--- src/rtl/branch_pkg.sv ---
// Shared types for the gshare predictor and its branch training tracker.
// Entry and training bundles are packed so they move as single buses.
package branch_pkg;

    localparam int HIST_W = 7;

    typedef struct packed {
        logic [HIST_W-1:0] pc;
        logic [HIST_W-1:0] history;
        logic              pred_taken;
    } bp_entry_t;

    typedef struct packed {
        logic              valid;
        logic              taken;
        logic              mispredicted;
        logic [HIST_W-1:0] history;
        logic [HIST_W-1:0] pc;
    } train_t;

    // History as it should have looked after the resolved branch shifted in.
    function automatic logic [HIST_W-1:0] repair_history(input logic [HIST_W-1:0] h,
                                                         input logic              taken);
        return {h[HIST_W-2:0], taken};
    endfunction

endpackage

--- src/rtl/branch_train_tracker_if.sv ---
// Prediction/resolution/training signal bundle of the branch train tracker.
// The fetch side is the master, the tracker is the slave.
interface branch_train_tracker_if #(parameter int DEPTH = 8);
    import branch_pkg::*;

    localparam int OCC_W = $clog2(DEPTH) + 1;

    logic              pred_valid;
    logic [HIST_W-1:0] pred_pc;
    logic              pred_taken;
    logic [HIST_W-1:0] pred_history;
    logic              pred_ready;
    logic              resolve_valid;
    logic              resolve_taken;
    logic              train_valid;
    logic              train_taken;
    logic              train_mispredicted;
    logic [HIST_W-1:0] train_history;
    logic [HIST_W-1:0] train_pc;
    logic              restore_valid;
    logic [HIST_W-1:0] restore_history;
    logic [OCC_W-1:0]  occupancy;
    logic              overflow;
    logic              underflow;

    modport master (
        output pred_valid, pred_pc, pred_taken, pred_history, resolve_valid, resolve_taken,
        input  pred_ready, train_valid, train_taken, train_mispredicted, train_history,
               train_pc, restore_valid, restore_history, occupancy, overflow, underflow
    );

    modport slave (
        input  pred_valid, pred_pc, pred_taken, pred_history, resolve_valid, resolve_taken,
        output pred_ready, train_valid, train_taken, train_mispredicted, train_history,
               train_pc, restore_valid, restore_history, occupancy, overflow, underflow
    );

endinterface

--- src/rtl/bp_entry_fifo.sv ---
// Circular buffer of in-flight branch entries; head entry readable combinationally.
// Flush wins over push/pop and empties the buffer on the next cycle.
module bp_entry_fifo
    import branch_pkg::*;
#(
    parameter  int DEPTH = 8,
    localparam int PTR_W = $clog2(DEPTH),
    localparam int OCC_W = PTR_W + 1
) (
    input  logic             clk,
    input  logic             areset,
    input  logic             push_i,
    input  logic             pop_i,
    input  logic             flush_i,
    input  bp_entry_t        wr_entry_i,
    output bp_entry_t        rd_entry_o,
    output logic [OCC_W-1:0] occupancy_o,
    output logic             full_o,
    output logic             empty_o
);

    bp_entry_t        mem_q [DEPTH];
    logic [PTR_W-1:0] wr_ptr_q, wr_ptr_d;
    logic [PTR_W-1:0] rd_ptr_q, rd_ptr_d;
    logic [OCC_W-1:0] occ_q, occ_d;

    assign rd_entry_o  = mem_q[rd_ptr_q];
    assign occupancy_o = occ_q;
    assign full_o      = (occ_q == OCC_W'(DEPTH));
    assign empty_o     = (occ_q == '0);

    always_comb begin
        wr_ptr_d = wr_ptr_q;
        rd_ptr_d = rd_ptr_q;
        occ_d    = occ_q;
        if (flush_i) begin
            wr_ptr_d = '0;
            rd_ptr_d = '0;
            occ_d    = '0;
        end else begin
            // Pointers are log2(DEPTH) wide, so increment wraps on its own.
            if (push_i) wr_ptr_d = wr_ptr_q + PTR_W'(1);
            if (pop_i)  rd_ptr_d = rd_ptr_q + PTR_W'(1);
            occ_d = occ_q + OCC_W'(push_i) - OCC_W'(pop_i);
        end
    end

    always_ff @(posedge clk) begin
        if (areset) begin
            wr_ptr_q <= '0;
            rd_ptr_q <= '0;
            occ_q    <= '0;
        end else begin
            wr_ptr_q <= wr_ptr_d;
            rd_ptr_q <= rd_ptr_d;
            occ_q    <= occ_d;
        end
    end

    always_ff @(posedge clk) begin
        if (push_i && !flush_i) mem_q[wr_ptr_q] <= wr_entry_i;
    end

endmodule

--- src/rtl/branch_train_tracker.sv ---
// Tracks issued predictions in order and emits registered training/restore pulses on resolve.
// Training lands 1 cycle after a pop; a mispredict flushes all younger (wrong-path) entries.
module branch_train_tracker
    import branch_pkg::*;
#(
    parameter int DEPTH = 8
) (
    input logic                    clk,
    input logic                    areset,
    branch_train_tracker_if.slave  bus
);

    localparam int OCC_W = $clog2(DEPTH) + 1;

    bp_entry_t        wr_entry, rd_entry;
    logic [OCC_W-1:0] occ;
    logic             full, empty;
    logic             push_req, pop, mispred;

    train_t            train_q, train_d;
    logic              restore_vld_q, restore_vld_d;
    logic [HIST_W-1:0] restore_hist_q, restore_hist_d;
    logic              overflow_q, overflow_d;
    logic              underflow_q, underflow_d;

    assign wr_entry = '{pc: bus.pred_pc, history: bus.pred_history, pred_taken: bus.pred_taken};

    assign push_req = bus.pred_valid && !full;
    assign pop      = bus.resolve_valid && !empty;
    assign mispred  = pop && (rd_entry.pred_taken != bus.resolve_taken);

    // A push alongside a mispredict is wrong-path; the flush also discards it.
    bp_entry_fifo #(.DEPTH(DEPTH)) u_fifo (
        .clk         (clk),
        .areset      (areset),
        .push_i      (push_req && !mispred),
        .pop_i       (pop),
        .flush_i     (mispred),
        .wr_entry_i  (wr_entry),
        .rd_entry_o  (rd_entry),
        .occupancy_o (occ),
        .full_o      (full),
        .empty_o     (empty)
    );

    always_comb begin
        train_d        = '0;
        restore_vld_d  = 1'b0;
        restore_hist_d = '0;
        overflow_d     = overflow_q  || (bus.pred_valid && full);
        underflow_d    = underflow_q || (bus.resolve_valid && empty);
        if (pop) begin
            train_d.valid        = 1'b1;
            train_d.taken        = bus.resolve_taken;
            train_d.mispredicted = mispred;
            train_d.history      = rd_entry.history;
            train_d.pc           = rd_entry.pc;
        end
        if (mispred) begin
            restore_vld_d  = 1'b1;
            restore_hist_d = repair_history(rd_entry.history, bus.resolve_taken);
        end
    end

    always_ff @(posedge clk) begin
        if (areset) begin
            train_q        <= '0;
            restore_vld_q  <= 1'b0;
            restore_hist_q <= '0;
            overflow_q     <= 1'b0;
            underflow_q    <= 1'b0;
        end else begin
            train_q        <= train_d;
            restore_vld_q  <= restore_vld_d;
            restore_hist_q <= restore_hist_d;
            overflow_q     <= overflow_d;
            underflow_q    <= underflow_d;
        end
    end

    assign bus.pred_ready         = !full;
    assign bus.train_valid        = train_q.valid;
    assign bus.train_taken        = train_q.taken;
    assign bus.train_mispredicted = train_q.mispredicted;
    assign bus.train_history      = train_q.history;
    assign bus.train_pc           = train_q.pc;
    assign bus.restore_valid      = restore_vld_q;
    assign bus.restore_history    = restore_hist_q;
    assign bus.occupancy          = occ;
    assign bus.overflow           = overflow_q;
    assign bus.underflow          = underflow_q;

endmodule

--- src/flat_wrapper.sv ---
// flat-port wrapper written by rule: the top's interface ports become plain ports
module branch_train_tracker_flat import branch_pkg::*;
#(
    parameter int DEPTH = 8
)
  (clk, areset, bus_pred_valid, bus_pred_pc, bus_pred_taken, bus_pred_history, bus_resolve_valid, bus_resolve_taken, bus_pred_ready, bus_train_valid, bus_train_taken, bus_train_mispredicted, bus_train_history, bus_train_pc, bus_restore_valid, bus_restore_history, bus_occupancy, bus_overflow, bus_underflow);
  branch_train_tracker_if #(.DEPTH(DEPTH)) bus_i ();
  input logic clk;
  input logic areset;
  input wire logic [$bits(bus_i.pred_valid)-1:0] bus_pred_valid;
  input wire logic [$bits(bus_i.pred_pc)-1:0] bus_pred_pc;
  input wire logic [$bits(bus_i.pred_taken)-1:0] bus_pred_taken;
  input wire logic [$bits(bus_i.pred_history)-1:0] bus_pred_history;
  input wire logic [$bits(bus_i.resolve_valid)-1:0] bus_resolve_valid;
  input wire logic [$bits(bus_i.resolve_taken)-1:0] bus_resolve_taken;
  output wire logic [$bits(bus_i.pred_ready)-1:0] bus_pred_ready;
  output wire logic [$bits(bus_i.train_valid)-1:0] bus_train_valid;
  output wire logic [$bits(bus_i.train_taken)-1:0] bus_train_taken;
  output wire logic [$bits(bus_i.train_mispredicted)-1:0] bus_train_mispredicted;
  output wire logic [$bits(bus_i.train_history)-1:0] bus_train_history;
  output wire logic [$bits(bus_i.train_pc)-1:0] bus_train_pc;
  output wire logic [$bits(bus_i.restore_valid)-1:0] bus_restore_valid;
  output wire logic [$bits(bus_i.restore_history)-1:0] bus_restore_history;
  output wire logic [$bits(bus_i.occupancy)-1:0] bus_occupancy;
  output wire logic [$bits(bus_i.overflow)-1:0] bus_overflow;
  output wire logic [$bits(bus_i.underflow)-1:0] bus_underflow;
  assign bus_i.pred_valid = bus_pred_valid;
  assign bus_i.pred_pc = bus_pred_pc;
  assign bus_i.pred_taken = bus_pred_taken;
  assign bus_i.pred_history = bus_pred_history;
  assign bus_i.resolve_valid = bus_resolve_valid;
  assign bus_i.resolve_taken = bus_resolve_taken;
  assign bus_pred_ready = bus_i.pred_ready;
  assign bus_train_valid = bus_i.train_valid;
  assign bus_train_taken = bus_i.train_taken;
  assign bus_train_mispredicted = bus_i.train_mispredicted;
  assign bus_train_history = bus_i.train_history;
  assign bus_train_pc = bus_i.train_pc;
  assign bus_restore_valid = bus_i.restore_valid;
  assign bus_restore_history = bus_i.restore_history;
  assign bus_occupancy = bus_i.occupancy;
  assign bus_overflow = bus_i.overflow;
  assign bus_underflow = bus_i.underflow;
  branch_train_tracker #(.DEPTH(DEPTH)) u_core (.clk(clk), .areset(areset), .bus(bus_i));
endmodule
--- config.mk ---
export PLATFORM = sky130hd
export DESIGN_NAME = branch_train_tracker_flat
export DESIGN_NICKNAME = d
export VERILOG_FILES = /design/src/rtl/branch_pkg.sv /design/src/rtl/branch_train_tracker_if.sv /design/src/rtl/bp_entry_fifo.sv /design/src/rtl/branch_train_tracker.sv /design/src/flat_wrapper.sv
export SDC_FILE = /design/constraint.sdc
export NUM_CORES = 1
export LEC_CHECK = 0
export BUFFER_PORTS_ARGS = -buffer_cell sky130_fd_sc_hd__buf_2
export CAP_MARGIN = 20
export CORE_MARGIN = 8
export CORE_UTILIZATION = 40
export CTS_BUF_LIST = sky130_fd_sc_hd__clkbuf_16
export CTS_CLUSTER_SIZE = 20
export DETAILED_ROUTE_END_ITERATION = 16
export PLACE_DENSITY_LB_ADDON = 0.05
export SETUP_SLACK_MARGIN = 0.1
export SLEW_MARGIN = 20
export SYNTH_ARGS = -nofsm -noshare
export SYNTH_HDL_FRONTEND = slang
export SYNTH_SLANG_ARGS = --single-unit
--- constraint.sdc ---
create_clock -name clk -period 4.6 [get_ports clk]
set_input_delay 0.92 -clock clk [delete_from_list [all_inputs] [get_ports clk]]
set_output_delay 0.92 -clock clk [all_outputs]
set_load 0.005 [all_outputs]
After elaboration in Yosys (flattened, before gate mapping)
Memories as Yosys holds them, arrays and structs flattened. A register that Yosys moved wholly into a read port is not among the register bits.
Index checks and enable logic that the tools add are counted.
W data, S select, Z words.
{"block": "word_totals", "register_bits": 37, "ramBits": 120, "input_bits": 20, "word_cells": 43, "mem_count": 1}
{"block": "classes", "addsub": 4, "n_eq_ne": 2, "muxes": 6, "bitwise": 2, "n_reduce_logical": 16}
{"memory": "u_core.u_fifo.mem_q", "words": 8, "word_bits": 15, "read_ports": 1, "rd_ports_with_merged_regs": 1, "wr": 1, "line_no": "bp_entry_fifo.sv:22", "rtl": "bp_entry_t mem_q [DEPTH];"}
{"op": "$mux W17", "n": 1}
{"op": "$logic_and A1 B1 Y1", "n": 7}
{"op": "$add A3 B1 Y3 const B", "n": 2}
{"op": "$mux W3", "n": 2}
{"op": "$reduce_or A2 Y1", "n": 3}
{"op": "$add A4 B1 Y4", "n": 1}
{"op": "$eq A4 B4 Y1 const B", "n": 1}
{"op": "$logic_not A4 Y1", "n": 1}
{"op": "$sub A4 B1 Y4", "n": 1}
{"op": "$logic_not A1 Y1", "n": 3}
{"op": "$mux W1", "n": 3}
{"op": "$logic_or A1 B1 Y1", "n": 2}
{"op": "$not A1 Y1", "n": 2}
{"op": "$ne A1 B1 Y1", "n": 1}

Longest topological paths before layout
{"block": "logic_depth", "word_depth": 9, "depth_mapped": 12, "mapped_depth_nobuf": 12}

Hierarchy
Synthesis repeated with hierarchy kept, for this count alone.
{"block": "unflattened", "hier_cells": 311, "area_unflattened_um2": 6067.1}
{"module": "bp_entry_fifo", "n_inst": 1, "cells_per_inst": 247, "area_per_inst_um2": 5255.0}
{"module": "branch_train_tracker", "n_inst": 1, "cells_per_inst": 64, "area_per_inst_um2": 812.0}

Least setup slack after synthesis
Ideal clock, no wire load.
{"block": "synth_path", "path_kind": "register to register", "start": "register (tool-made name)", "end": "memory u_core.u_fifo.mem_q[0][0] (netlist bit), enable pin", "setup_ns": 0.431, "t_arrival_ns": 3.215, "required_time_ns": 4.169, "setup_slack_ns": 0.953, "path_stages_with_launch": 7, "period_less_slack_ns": 3.647, "path_cell_list": "dfxtp_1 -> buf_2 -> mux2_1 -> mux4_2 -> mux2i_1 -> buf_4 -> nor4b_1"}
{"element": "end, declared", "line_no": "bp_entry_fifo.sv:22"}

==> impl_metrics.tcl <==
set metrics [dict create \
    synth_area_leaders "edfxtp_1 61%, dfxtp_1 14%, mux4_2 11%, mux2i_1 2.9%, ha_1 1.7%" \
    ys_ff_latch 160 \
    tightest_slew_ns 0.8688 \
    async_flop_share 0 \
    nets 419 \
    yosysUniqueCellTypes 28 \
    setup_viol 0 \
    grt_pass1_wl_mm 17.88 \
    fp.dieH_um 137.5 \
    drt_wl_total_mm 11.38 \
    finalSetupTns_ns 0 \
    seq_area_frac_synth 0.7458 \
    grt_pass1_vias 3071 \
    syn-num-nets 349 \
    yosysTopAreaCellShare 0.6102 \
    place_inst 555 \
    num_io_pins 52 \
    path_class "reg -> reg" \
    critPathMaxFanout 20 \
    hold_path_class "reg -> reg" \
    synth_cells 320 \
    cts_tree "done" \
    cap_violations 0 \
    htreeDepth 4 \
    cts_inserted_buffers 17 \
    place_ws_ns 1.630 \
    gp_congestion 0.6650 \
    p_per_area_nw_per_um2 563.1 \
    synth_ff_type "edfxtp_1" \
    r2r_setup_slack_ns 1.64 \
    drt_iter0_drc 230 \
    rows 44 \
    utilization 0.4934 \
    overflow 0 \
    stdcell_count 587 \
    area_delta_synth_final_pct 20.97 \
    cts_root_buf "clkbuf_16" \
    end_kind "register" \
    start_util 0.4079 \
    finalHoldWorstSlack_ns 0.4719 \
    max-slew-margin-rel 0.4208 \
    startpoint_type "register" \
    hold_viol 0 \
    wl_per_cell_um 19.39 \
    clkLatencyLatePin_ns 0.41 \
    ant_nets 0 \
    max_freq_mhz 337.8 \
    period_share 0.6435 \
    vias_per_cell 4.973 \
    firstDrtPassIters 4 \
    dieWidth_um 137.5 \
    dieArea_um2 18910 \
    timing.final.max_slew_violations 0 \
    portBuffers 51 \
    cts.sinks 160 \
    worst_clock_skew_ns 0.01125 \
    clk_path_buf_depth 2 \
    clk_pin_slew_ns 0.06 \
    min_to "u_core.bus.underflow" \
    layout_min_cycle_time_ns 2.960 \
    setup_ws_ns 1.640 \
    grt_usage 0.1314 \
    rsz0062_at_grt "false" \
    irDropWorstVdd_mv 0.2649 \
    syn_area_per_cell_um2 18.46 \
    hold_depth 2 \
    ctsHoldBuffers 0 \
    cts.repair.resized 0 \
    antenna_found_initial 0 \
    cp.required_ns 4.94 \
    post-route-drc-count 0 \
    status "finished, final reports clean" \
    synth-edff-count 120 \
    hpwl_mm 7.007 \
    yosys_warnings 0 \
    postCtsSetupRepairBufs 0 \
    r2r_cells 9 \
    placeableCoreArea_um2 14480 \
    r2r_end "u_core.u_fifo.occupancy_o[1]" \
    vias 2919 \
    hold_path_startpoint "u_core.bus.underflow" \
    synth_top_cell_by_area "edfxtp_1" \
    syn_area_um2 5906 \
    p_leak_nw 2.544 \
    grt_max_degree 29 \
    antenna-diode-count 0 \
    worstPathArrival_ns 3.30 \
    drive_gt1_frac 0.3400 \
]
[sequential cells by signal (all words and copies together) (netlist names), named ones only]
| register | cells |
|---|---|
| u_core.u_fifo.wr_ptr_q | 3 |
| u_core.bus.train_mispredicted | 1 |
| u_core.bus.train_pc | 7 |
| u_core.u_fifo.rd_ptr_q | 3 |
| u_core.bus.restore_history | 7 |
| u_core.bus.train_valid | 1 |
| u_core.bus.train_history | 7 |
| u_core.bus.train_taken | 1 |
| u_core.bus.restore_valid | 1 |
| u_core.bus.overflow | 1 |
| u_core.u_fifo.mem_q | 120 |
| u_core.bus.underflow | 1 |
| u_core.u_fifo.occupancy_o | 4 |
[cells in the mapped netlist, types with 2 or more instances]
cell and instances:
nor3_1 12, buf_2 4, dfxtp_1 40, or3b_2 2
buf_4 2, xnor2_1 2, inv_1 14, mux2_1 4
nand2_1 4, clkbuf_1 9, mux4_2 29, edfxtp_1 120
nor4_1 8, nor2_1 24, nand3_1 4, nand2b_1 2
nor3b_1 2, a21oi_1 2, mux2i_1 17, ha_1 8
xor2_1 4
[layout make-up]
| type | instances | area (um2) |
|---|---|---|
| Clock buffer | 17 | 425.4 |
| Clock inverter | 15 | 226.5 |
| Sequential cell | 160 | 4405 |
| Multi-Input combinational cell | 130 | 1429 |
| Tap cell | 184 | 230.2 |
| Timing Repair Buffer | 67 | 375.4 |
| Inverter | 14 | 52.55 |
| Fill cell | 1216 | 7335 |
[metrics by stage]
| step | power (mW) | area [um2] |
|---|---|---|
| 2_1_floorplan | 2.293 | 5906 |
| 3_3_place_gp | 2.528 | 6492 |
| 3_5_place_dp | 2.538 | 6492 |
| 4_1_cts | 4.084 | 7144 |
| 5_1_grt | 4.235 | 7144 |
| 6_report | 4.023 | 7144 |
[logic make-up (layout without fill, tap and decap cells)]
group                    count (synthesis)  in the layout  synth area share
AND/OR/NAND/NOR                         60             60           0.05000
multiplexers                            51             51            0.1494
buffers and inverters                   30            113           0.02118
flip-flops                             160            160            0.7458
AO/OA/AOI/OAI                            4              4          0.004450
XOR/XNOR                                 6              6          0.008898
adder cells (fa/ha/maj)                  9              9           0.02034
[critical path, stage by stage (launching register included)]
cell and delay (ns):
dfxtp_2 0.54, mux2_1 0.36, mux4_2 0.55, mux2i_2 0.19, buf_4 0.29, nor2_1 0.08
ha_1 0.23, inv_1 0.07, fa_1 0.41, nor3_1 0.18
[how the worst max path moves through the flow]
stage	from	depth (start not counted)	end	slack [ns]
2_1_floorplan	register	6	u_core.u_fifo.mem_q[0][0]	0.95
3_3_place_gp	register	9	u_core.u_fifo.occupancy_o[1]	1.67
3_5_place_dp	register	9	u_core.u_fifo.occupancy_o[1]	1.63
4_1_cts	register	9	u_core.u_fifo.occupancy_o[1]	1.60
5_1_grt	register	9	u_core.u_fifo.occupancy_o[1]	1.37
6_report	register	9	u_core.u_fifo.occupancy_o[1]	1.64
[cell usage in the layout (no fill, tap or decap), types with 3 or more instances in the layout]
cell type	instances
inv_1	17
nor4_2	6
clkbuf_16	17
nand3_1	4
bufinv_16	6
clkinv_2	3
nand2_1	4
nor2_1	24
xor2_1	4
ha_1	8
buf_2	51
mux2_1	4
dfxtp_1	39
mux4_2	29
nor3_1	11
buf_4	16
mux2i_1	16
edfxtp_1	120
[power by group]
part | internal (mW) | total [mW] | switching, mW | leakage, nW
registers | 1.69 | 1.76 | 0.0665 | 1.41
clock network | 1.01 | 1.54 | 0.532 | 0.328
logic | 0.356 | 0.728 | 0.372 | 0.802
total | 3.05 | 4.02 | 0.970 | 2.54
[per-layer routing]
layer	up-vias	track usage	wire length, um
met2	50	0.2002	5522
met1	1489	0.1752	5296
met4	0	0.04526	91
li1	1374	-	-
met3	6	0.03975	473
met5	-	0	0
(Power assumes the default switching activity.)
